[src/rtl/fp_mul_issuer_pkg.sv]
// fp_mul_issuer_pkg: shared width, float type and fp32 constants for the issuer and its benches
package fp_mul_issuer_pkg;
  localparam int FP_W = 32;
  typedef logic [FP_W-1:0] fp32_t;
  localparam fp32_t FP_ONE   = 32'h3F80_0000;
  localparam fp32_t FP_TWO   = 32'h4000_0000;
  localparam fp32_t FP_THREE = 32'h4040_0000;
  localparam fp32_t FP_SIX   = 32'h40C0_0000;
endpackage

[src/rtl/fp_mul_issuer_fifo.sv]
// fp_mul_issuer_fifo: first-word-fall-through result FIFO, head reads as zero while empty
module fp_mul_issuer_fifo #(
  parameter int W = 32,
  parameter int DEPTH = 4
) (
  input  logic         clk,
  input  logic         areset,
  input  logic         push,
  input  logic         pop,
  input  logic [W-1:0] din,
  output logic [W-1:0] dout,
  output logic         empty
);
  localparam int AW = $clog2(DEPTH);
  logic [AW:0] wr_ptr, rd_ptr;
  logic [W-1:0] mem [DEPTH];
  assign empty = wr_ptr == rd_ptr;
  assign dout = empty ? '0 : mem[rd_ptr[AW-1:0]];
  // pointers carry a wrap bit so full and empty stay distinguishable
  always_ff @(posedge clk or posedge areset)
    if (areset) begin
      wr_ptr <= '0;
      rd_ptr <= '0;
    end else begin
      wr_ptr <= wr_ptr + (AW+1)'(push);
      rd_ptr <= rd_ptr + (AW+1)'(pop);
    end
  // storage needs no reset: the head is masked while empty
  always_ff @(posedge clk)
    if (push) mem[wr_ptr[AW-1:0]] <= din;
endmodule

[src/rtl/fp_mul_issuer.sv]
// fp_mul_issuer: credit-controlled issue front end for fp_mul; tag ports with FP_MUL_ISSUER_TAG_EN
module fp_mul_issuer
  import fp_mul_issuer_pkg::*;
#(
  parameter int LATENCY = 5,
  parameter int FIFO_DEPTH = 4,
  parameter int TAG_W = 4
) (
  input  logic             clk,
  input  logic             areset,
  input  logic             in_valid,
  output logic             in_ready,
  input  fp32_t            in_a,
  input  fp32_t            in_b,
  output logic             mul_en,
  output fp32_t            mul_a,
  output fp32_t            mul_b,
  input  fp32_t            mul_q,
`ifdef FP_MUL_ISSUER_TAG_EN
  input  logic [TAG_W-1:0] in_tag,
  output logic [TAG_W-1:0] out_tag,
`endif
  output logic             out_valid,
  input  logic             out_ready,
  output fp32_t            out_q
);
  localparam int CW = $clog2(FIFO_DEPTH) + 1;
`ifdef FP_MUL_ISSUER_TAG_EN
  localparam int DW = FP_W + TAG_W;
`else
  localparam int DW = FP_W;
`endif
  logic [CW-1:0] cnt;
  logic [LATENCY-1:0] vpipe;
  logic accept, pop, empty;
  logic [DW-1:0] fifo_din, fifo_dout;
  assign in_ready = mul_en & (cnt < CW'(FIFO_DEPTH));
  assign accept = in_valid & in_ready;
  assign out_valid = ~empty;
  assign pop = out_valid & out_ready;
  // operand launch, free-running core enable, valid pipe and credit count
  always_ff @(posedge clk or posedge areset)
    if (areset) begin
      mul_en <= 1'b0;
      mul_a <= '0;
      mul_b <= '0;
      vpipe <= '0;
      cnt <= '0;
    end else begin
      mul_en <= 1'b1;
      mul_a <= accept ? in_a : '0;
      mul_b <= accept ? in_b : '0;
      vpipe <= (vpipe << 1) | LATENCY'(accept);
      cnt <= cnt + CW'(accept) - CW'(pop);
    end
`ifdef FP_MUL_ISSUER_TAG_EN
  logic [LATENCY*TAG_W-1:0] tpipe;
  // tags ride alongside the valid pipe, one TAG_W slice per stage
  always_ff @(posedge clk or posedge areset)
    if (areset) tpipe <= '0;
    else tpipe <= (tpipe << TAG_W) | (LATENCY*TAG_W)'(accept ? in_tag : '0);
  assign fifo_din = {tpipe[LATENCY*TAG_W-1 -: TAG_W], mul_q};
  assign {out_tag, out_q} = fifo_dout;
`else
  assign fifo_din = mul_q;
  assign out_q = fifo_dout;
`endif
  fp_mul_issuer_fifo #(.W(DW), .DEPTH(FIFO_DEPTH)) u_fifo (
    .clk   (clk),
    .areset(areset),
    .push  (vpipe[LATENCY-1]),
    .pop   (pop),
    .din   (fifo_din),
    .dout  (fifo_dout),
    .empty (empty)
  );
endmodule

[config.mk]
export PLATFORM = sky130hd
export DESIGN_NAME = fp_mul_issuer
export DESIGN_NICKNAME = d
export VERILOG_FILES = /design/src/rtl/fp_mul_issuer_pkg.sv /design/src/rtl/fp_mul_issuer_fifo.sv /design/src/rtl/fp_mul_issuer.sv
export SDC_FILE = /design/constraint.sdc
export NUM_CORES = 1
export LEC_CHECK = 0
export ABC_AREA = 1
export CAP_MARGIN = 40
export CORE_MARGIN = 8
export CORE_UTILIZATION = 35
export CTS_CLUSTER_DIAMETER = 100
export DETAILED_ROUTE_END_ITERATION = 8
export PLACE_DENSITY_LB_ADDON = 0.2
export SKIP_CTS_REPAIR_TIMING = 1
export SLEW_MARGIN = 20
export SYNTH_ARGS = -nofsm -noshare
export SYNTH_HDL_FRONTEND = slang
export SYNTH_SLANG_ARGS = --single-unit
[constraint.sdc]
create_clock -name clk -period 4.8 [get_ports clk]
set_clock_uncertainty 0.15 [all_clocks]
set_input_delay 0.48 -clock clk [delete_from_list [all_inputs] [get_ports clk]]
set_output_delay 0.48 -clock clk [all_outputs]
set_load 0.1 [all_outputs]
### Word level (Yosys, flattened, before mapping)

Memory sizes are Yosys's and may differ from the RTL's.
Cells that the tools add are included.

* bits in registers: 79
* memory bits (writable): 128
* bits of input ports: 100
* output and inout bits: 99
* memories kept: 1

Memories
* u_fifo.mem: words 4, bits a word 32, rd ports 1, clocked after memory_dff 0, write ports 1, RTL line fp_mul_issuer_fifo.sv:16 `logic [W-1:0] mem [DEPTH];`

* add/sub/neg operators: 4
* magnitude comparators: 1
* equality and inequality tests: 1
* mux-type cells: 5
* bitwise operators: 5

Operator list (count)
* $mux 32: 3
* $add 3x1->3: 3
* $or 5x1->5: 1
* $and 1x1->1: 3
* $eq 3x3->1: 1
* $lt 3x3->1 const B: 1
* $sub 3x1->3: 1
* $mux 1: 2
* $not 1->1: 1

### Depth between registers and ports, before layout

* depth after elaboration: 5
* gate-level depth with buffers: 12
* gate-level depth less buffers: 11

### Hierarchy

From an unflattened synthesis, not the netlist that was laid out.

* cell total of the unflattened synthesis: 831
* area total of the unflattened synthesis: 8839.7 sq um

By module, submodules not included
* fp_mul_issuer_fifo: instances 1, cells each 599, area each 5995.8 sq um, sequential area each 3993.8 sq um
* fp_mul_issuer: instances 1, cells each 232, area each 2844.0 sq um, sequential area each 1826.8 sq um

### Worst setup path before layout

No wires, ideal clock.

* kind: flip-flop to flip-flop
* from: register mul_en
* to: register cnt[2]
* setup time: 123 ps
* arrival: 3565 ps
* setup slack: 963 ps
* stages on the path, launching flop included: 12
* clock period less this slack: 3837 ps
* cell sequence: dfrtp_1 > inv_1 > nor2_1 > nand2_1 > buf_2 > inv_1 > nand2_1 > nand2_1 > ha_1 > inv_1 > fa_1 > xnor2_1

* cells in the longest elaborated chain, start to end: 4

Ends and longest elaborated chain
* start: declaration: RTL line fp_mul_issuer.sv:15 `output logic mul_en,`
* start signal: assignment: RTL line fp_mul_issuer.sv:44 `mul_en <= 1'b0;`
* start signal: assignment: RTL line fp_mul_issuer.sv:50 `mul_en <= 1'b1;`
* $and 1x1->1: RTL line fp_mul_issuer.sv:37 `assign in_ready = mul_en & (cnt < CW'(FIFO_DEPTH));`
* net in_ready: RTL line fp_mul_issuer.sv:12 `output logic in_ready,`
* $and 1x1->1: RTL line fp_mul_issuer.sv:38 `assign accept = in_valid & in_ready;`
* net accept: RTL line fp_mul_issuer.sv:35 `logic accept, pop, empty;`
* $add 3x1->3: RTL line fp_mul_issuer.sv:54 `cnt <= cnt + CW'(accept) - CW'(pop);`
* $sub 3x1->3: RTL line fp_mul_issuer.sv:54
* end signal: assignment: RTL line fp_mul_issuer.sv:54
* end: declaration: RTL line fp_mul_issuer.sv:33 `logic [CW-1:0] cnt;`

The timed path passes the listed nets, and every way through them passes these cells.

### Final worst setup path

* from: register u_fifo.rd_ptr[1]
* to: output out_q[31]

* cells in the longest elaborated chain, start to end: 2
* elaborated cells on any way between the ends: 3

Ends and longest elaborated chain
* start: declaration: RTL line fp_mul_issuer_fifo.sv:15 `logic [AW:0] wr_ptr, rd_ptr;`
* start signal: assignment: RTL line fp_mul_issuer_fifo.sv:26 `rd_ptr <= rd_ptr + (AW+1)'(pop);`
* $mem_v2 4x32 / $eq 3x3->1 (equally long branches)
* $mux 32 *: RTL line fp_mul_issuer_fifo.sv:18 `assign dout = empty ? '0 : mem[rd_ptr[AW-1:0]];`
* end: declaration: RTL line fp_mul_issuer.sv:25 `output fp32_t out_q`

Mark *: on every way between the ends. The rest lies on a longest branch, timed or not.

==> Implementation_results.wiki <==
{| class="wikitable"
! Metric !! Value
|-
| # port buffers || 198
|-
| Portion of total power attributed to combinational logic || 3.6%
|-
| Type of element capturing the critical path || output pin
|-
| Met3 layer usage reported by global route || 5.751%
|-
| Max-capacitance violation count || 0
|-
| Synth Warn # || 0
|-
| Fmax || 306.9 MHz
|-
| Count of mapped cells out of synthesis || 634
|-
| Part of the power in registers || 52.5%
|-
| Number of antenna violations at the first check in global routing || 0
|-
| Arrival time at the worst endpoint || 2630 ps
|-
| TritonRoute pass-1 iters || 4
|-
| Gate family responsible for the most delay along the worst path || buffers and inverters
|-
| Most frequent cells in the layout || sky130_fd_sc_hd__nor2_1, sky130_fd_sc_hd__clkdlybuf4s50_1, sky130_fd_sc_hd__edfxtp_1, sky130_fd_sc_hd__dfrtp_1, sky130_fd_sc_hd__inv_1
|-
| Number of setup violations in the final report || 0
|-
| R2r setup slk || 2330 ps
|-
| Number of CTS-inserted buffers || 22
|-
| Worst ir drop on vdd || 0.1896 mV
|-
| Count of vias placed by the detailed router || 5334
|-
| Average size of a mapped cell || 12.31 um^2
|-
| Count of buffer and inverter cells on the critical path || 4
|-
| Detail-routed net length per standard cell || 17.15 um
|-
| DP Wirelength || 13.51 mm
|-
| Dominant combinational cell family by area after synthesis || simple AND/OR/NAND/NOR gates
|-
| Worst Reg-to-Reg Cells || 11
|-
| Number of antenna cells inserted || 0
|-
| Layout overhead on the synthesized area || 58.13%
|-
| Worst relative slew slack || 48.32%
|-
| Max-slew violations || 0
|-
| Switching share of total power || 19.17%
|-
| Crit Reg-Reg Endpoint || cnt[2]
|-
| Most frequent standard cell in the layout excluding fill and tap cells || sky130_fd_sc_hd__nor2_1
|-
| Nets || 1007
|-
| Largest net degree at the start of global routing || 67
|-
| Simple-gate area share of the yosys netlist || 10.42%
|-
| Area share of fa/ha/maj cells after synthesis || 0.8974%
|-
| Mux contribution to synthesized area || 0%
|-
| CTS Root Buffer Type || sky130_fd_sc_hd__clkbuf_16
|-
| Clock input transition at the sequential cells of the worst setup and hold paths || 60 ps
|-
| Most Used Layer, Global Route || met2
|-
| Synth Area in XOR/XNOR || 0.5609%
|-
| Post-DR vias/cell || 4.456
|-
| Insertion delay to the later sink of the worst-skew pair || 490 ps
|-
| Max Root-Sink Buffers || 3
|-
| Row count || 54
|-
| DRC marker count from the first detailed-route iteration || 209
|-
| Post-Syn Area || 0.007807 mm^2
|-
| Slowest stage cell, crit path || sky130_fd_sc_hd__inv_2
|-
| Power Density || 292.3 mW/mm^2
|-
| Overall die area || 0.02734 mm^2
|-
| GR met1 Demand/Resource || 18.69%
|-
| Area fraction in compound gates after synthesis || 7.596%
|-
| Vias in the first global route || 5790
|-
| Worst-Margin Slew || 772.7 ps
|-
| Fraction of layout cells with a size suffix above 1 || 19.85%
|-
| Total placed instance area || 0.01167 mm^2
|-
| Clk network pwr share || 43.9%
|-
| Die outline height || 165.4 um
|-
| Internal portion of total power || 2.917 mW
|-
| Met2 track demand over resource in global routing || 24.40%
|-
| I/O pin count || 199
|-
| Kind of start point of the critical path || flip-flop
|-
| Result of the run || complete, no violations
|-
| Largest fanout of any net on the critical path || 33
|-
| Switching pwr || 0.6918 mW
|-
| Post-route cell area || 0.01235 mm^2
|-
| Crit path largest cell delay || 540 ps
|-
| Distinct cell type count of the synthesized netlist || 22
|-
| Clock tree from TritonCTS || built
|-
| Required time of the critical path || 4170 ps
|-
| Starting density of the core || 35.67%
|-
| Global placer's final weighted congestion || 0.7029
|-
| Final Routed Wirelength || 20.52 mm
|-
| Std-Cell Core Area || 0.02189 mm^2
|-
| Post-layout min period || 3258 ps
|-
| Number of nets with antenna violations after detailed routing || 0
|-
| Flop and latch count out of synthesis || 207
|-
| Final total negative setup slack || 0 ps
|-
| Setup repair after global routing missed its margin || no
|-
| Critical path type || flip-flop to output pin
|-
| CTS sink count || 207
|-
| Part of the Yosys area used for sequential elements || 74.55%
|-
| Syn Nets || 739
|-
| Width of the chip || 165.4 um
|-
| Share of the cycle needed by the critical path after routing || 67.88%
|-
| Global-route wire length before repair || 31.75 mm
|-
| GRT Util Overall || 15.04%
|-
| Startpoint of the most critical register-to-register path || u_fifo.rd_ptr[1]
|-
| Number of hold-slack violations in the final timing report || 0
|-
| Leak pwr || 5.183 nW
|-
| Post-route DRC || 0
|-
| Worst Hold Class || primary input to async pin
|-
| Crit path cell chain || inv_2 -> nand2_1 -> nand2_1 -> nand3_2 -> inv_2 -> buf_12 -> a21oi_1 -> buf_4
|-
| CTS H-Tree Depth || 1
|-
| Congestion Overflow GR || 0
|}
==> flip-flops by register name, summed over array words and instances (netlist names) <==
register,flops
u_fifo.mem,128
cnt,3
mul_en,1
mul_a,32
u_fifo.rd_ptr,3
u_fifo.wr_ptr,3
mul_b,32
vpipe,5
==> metal layers <==
layer | wire length, um | vias up
met1 | 8583 | 2519
met3 | 2164 | 32
met4 | 346 | 0
met5 | 0 | -
li1 | - | 2586
met2 | 9429 | 197
==> Yosys cell counts, drive strengths merged <==
| cell | instances | area share (%) |
|---|---|---|
| nor2 | 194 | 9.3 |
| edfxtp | 128 | 49 |
| dfrtp | 79 | 25 |
| inv | 76 | 3.7 |
| o21ai | 64 | 4.1 |
| a21oi | 32 | 3.5 |
| buf | 17 | 1.6 |
| clkbuf | 14 | 0.67 |
| nand2 | 12 | 0.58 |
| ha | 4 | 0.64 |
| nor3 | 4 | 0.26 |
| nand3 | 3 | 0.26 |
| xnor2 | 3 | 0.34 |
| xor2 | 2 | 0.22 |
| conb | 1 | 0.048 |
| fa | 1 | 0.26 |
==> layout make-up <==
cell class	instances	area, um^2
Inverter	76	286.5
Tap cell	280	350.3
Sequential cell	207	5823
Fill cell	1730	9545
Timing Repair Buffer	275	3649
Clock inverter	9	66.31
Clock buffer	30	611.8
Multi-Input combinational cell	320	1559
==> worst reg2reg max path, delay by kind of cell, from the launching register on <==
kind | cells | cell delay (ps)
adders and majority gates | 2 | 500
DFF | 1 | 400
and+or+nand+nor | 6 | 580
buffers and inverters | 2 | 580
xor gates and xnor gates | 1 | 140
==> metrics by stage <==
step | worst slack, ps | utilization (%) | std cells | hold WS (ps) | power [mW]
2_1_floorplan | 962.8 | - | 634 | 181.2 | 1.955
3_3_place_gp | 1809 | 45.67 | 1090 | 184.4 | 2.053
3_5_place_dp | 1981 | 53.30 | 1158 | 189.5 | 2.061
4_1_cts | 1453 | 56.40 | 1197 | 91.54 | 3.659
5_1_grt | 1324 | 56.40 | 1197 | 125.6 | 3.744
6_report | 1542 | 56.40 | 1197 | 103.1 | 3.609
==> cell families (layout without fill, tap and decap cells) <==
logic type / after synthesis / count (layout)
compound gates: 96 / 96
xor+xnor: 5 / 5
fa+ha+maj: 5 / 5
buf+inv: 107 / 390
flops: 207 / 207
other cells: 1 / 1
simple gates: 213 / 213
==> power groups by stage <==
| stage | logic [mW] | clock network [mW] | registers [mW] |
|---|---|---|---|
| 2_1_floorplan | 0.0198 | 0 | 1.94 |
| 6_report | 0.129 | 1.58 | 1.90 |
| 4_1_cts | 0.131 | 1.63 | 1.90 |
| 3_3_place_gp | 0.122 | 0 | 1.93 |
| 3_5_place_dp | 0.130 | 0 | 1.93 |
| 5_1_grt | 0.141 | 1.71 | 1.89 |
==> how the worst max path moves through the flow <==
stage,start,to,slack (ps),cells past startpoint
2_1_floorplan,mul_en,cnt[2],960,11
3_3_place_gp,u_fifo.rd_ptr[1],out_q[31],1810,7
3_5_place_dp,u_fifo.rd_ptr[1],out_q[31],1980,8
4_1_cts,u_fifo.rd_ptr[1],out_q[31],1450,8
5_1_grt,u_fifo.rd_ptr[1],out_q[29],1320,8
6_report,u_fifo.rd_ptr[1],out_q[31],1540,8
(Power assumes the default switching activity.)
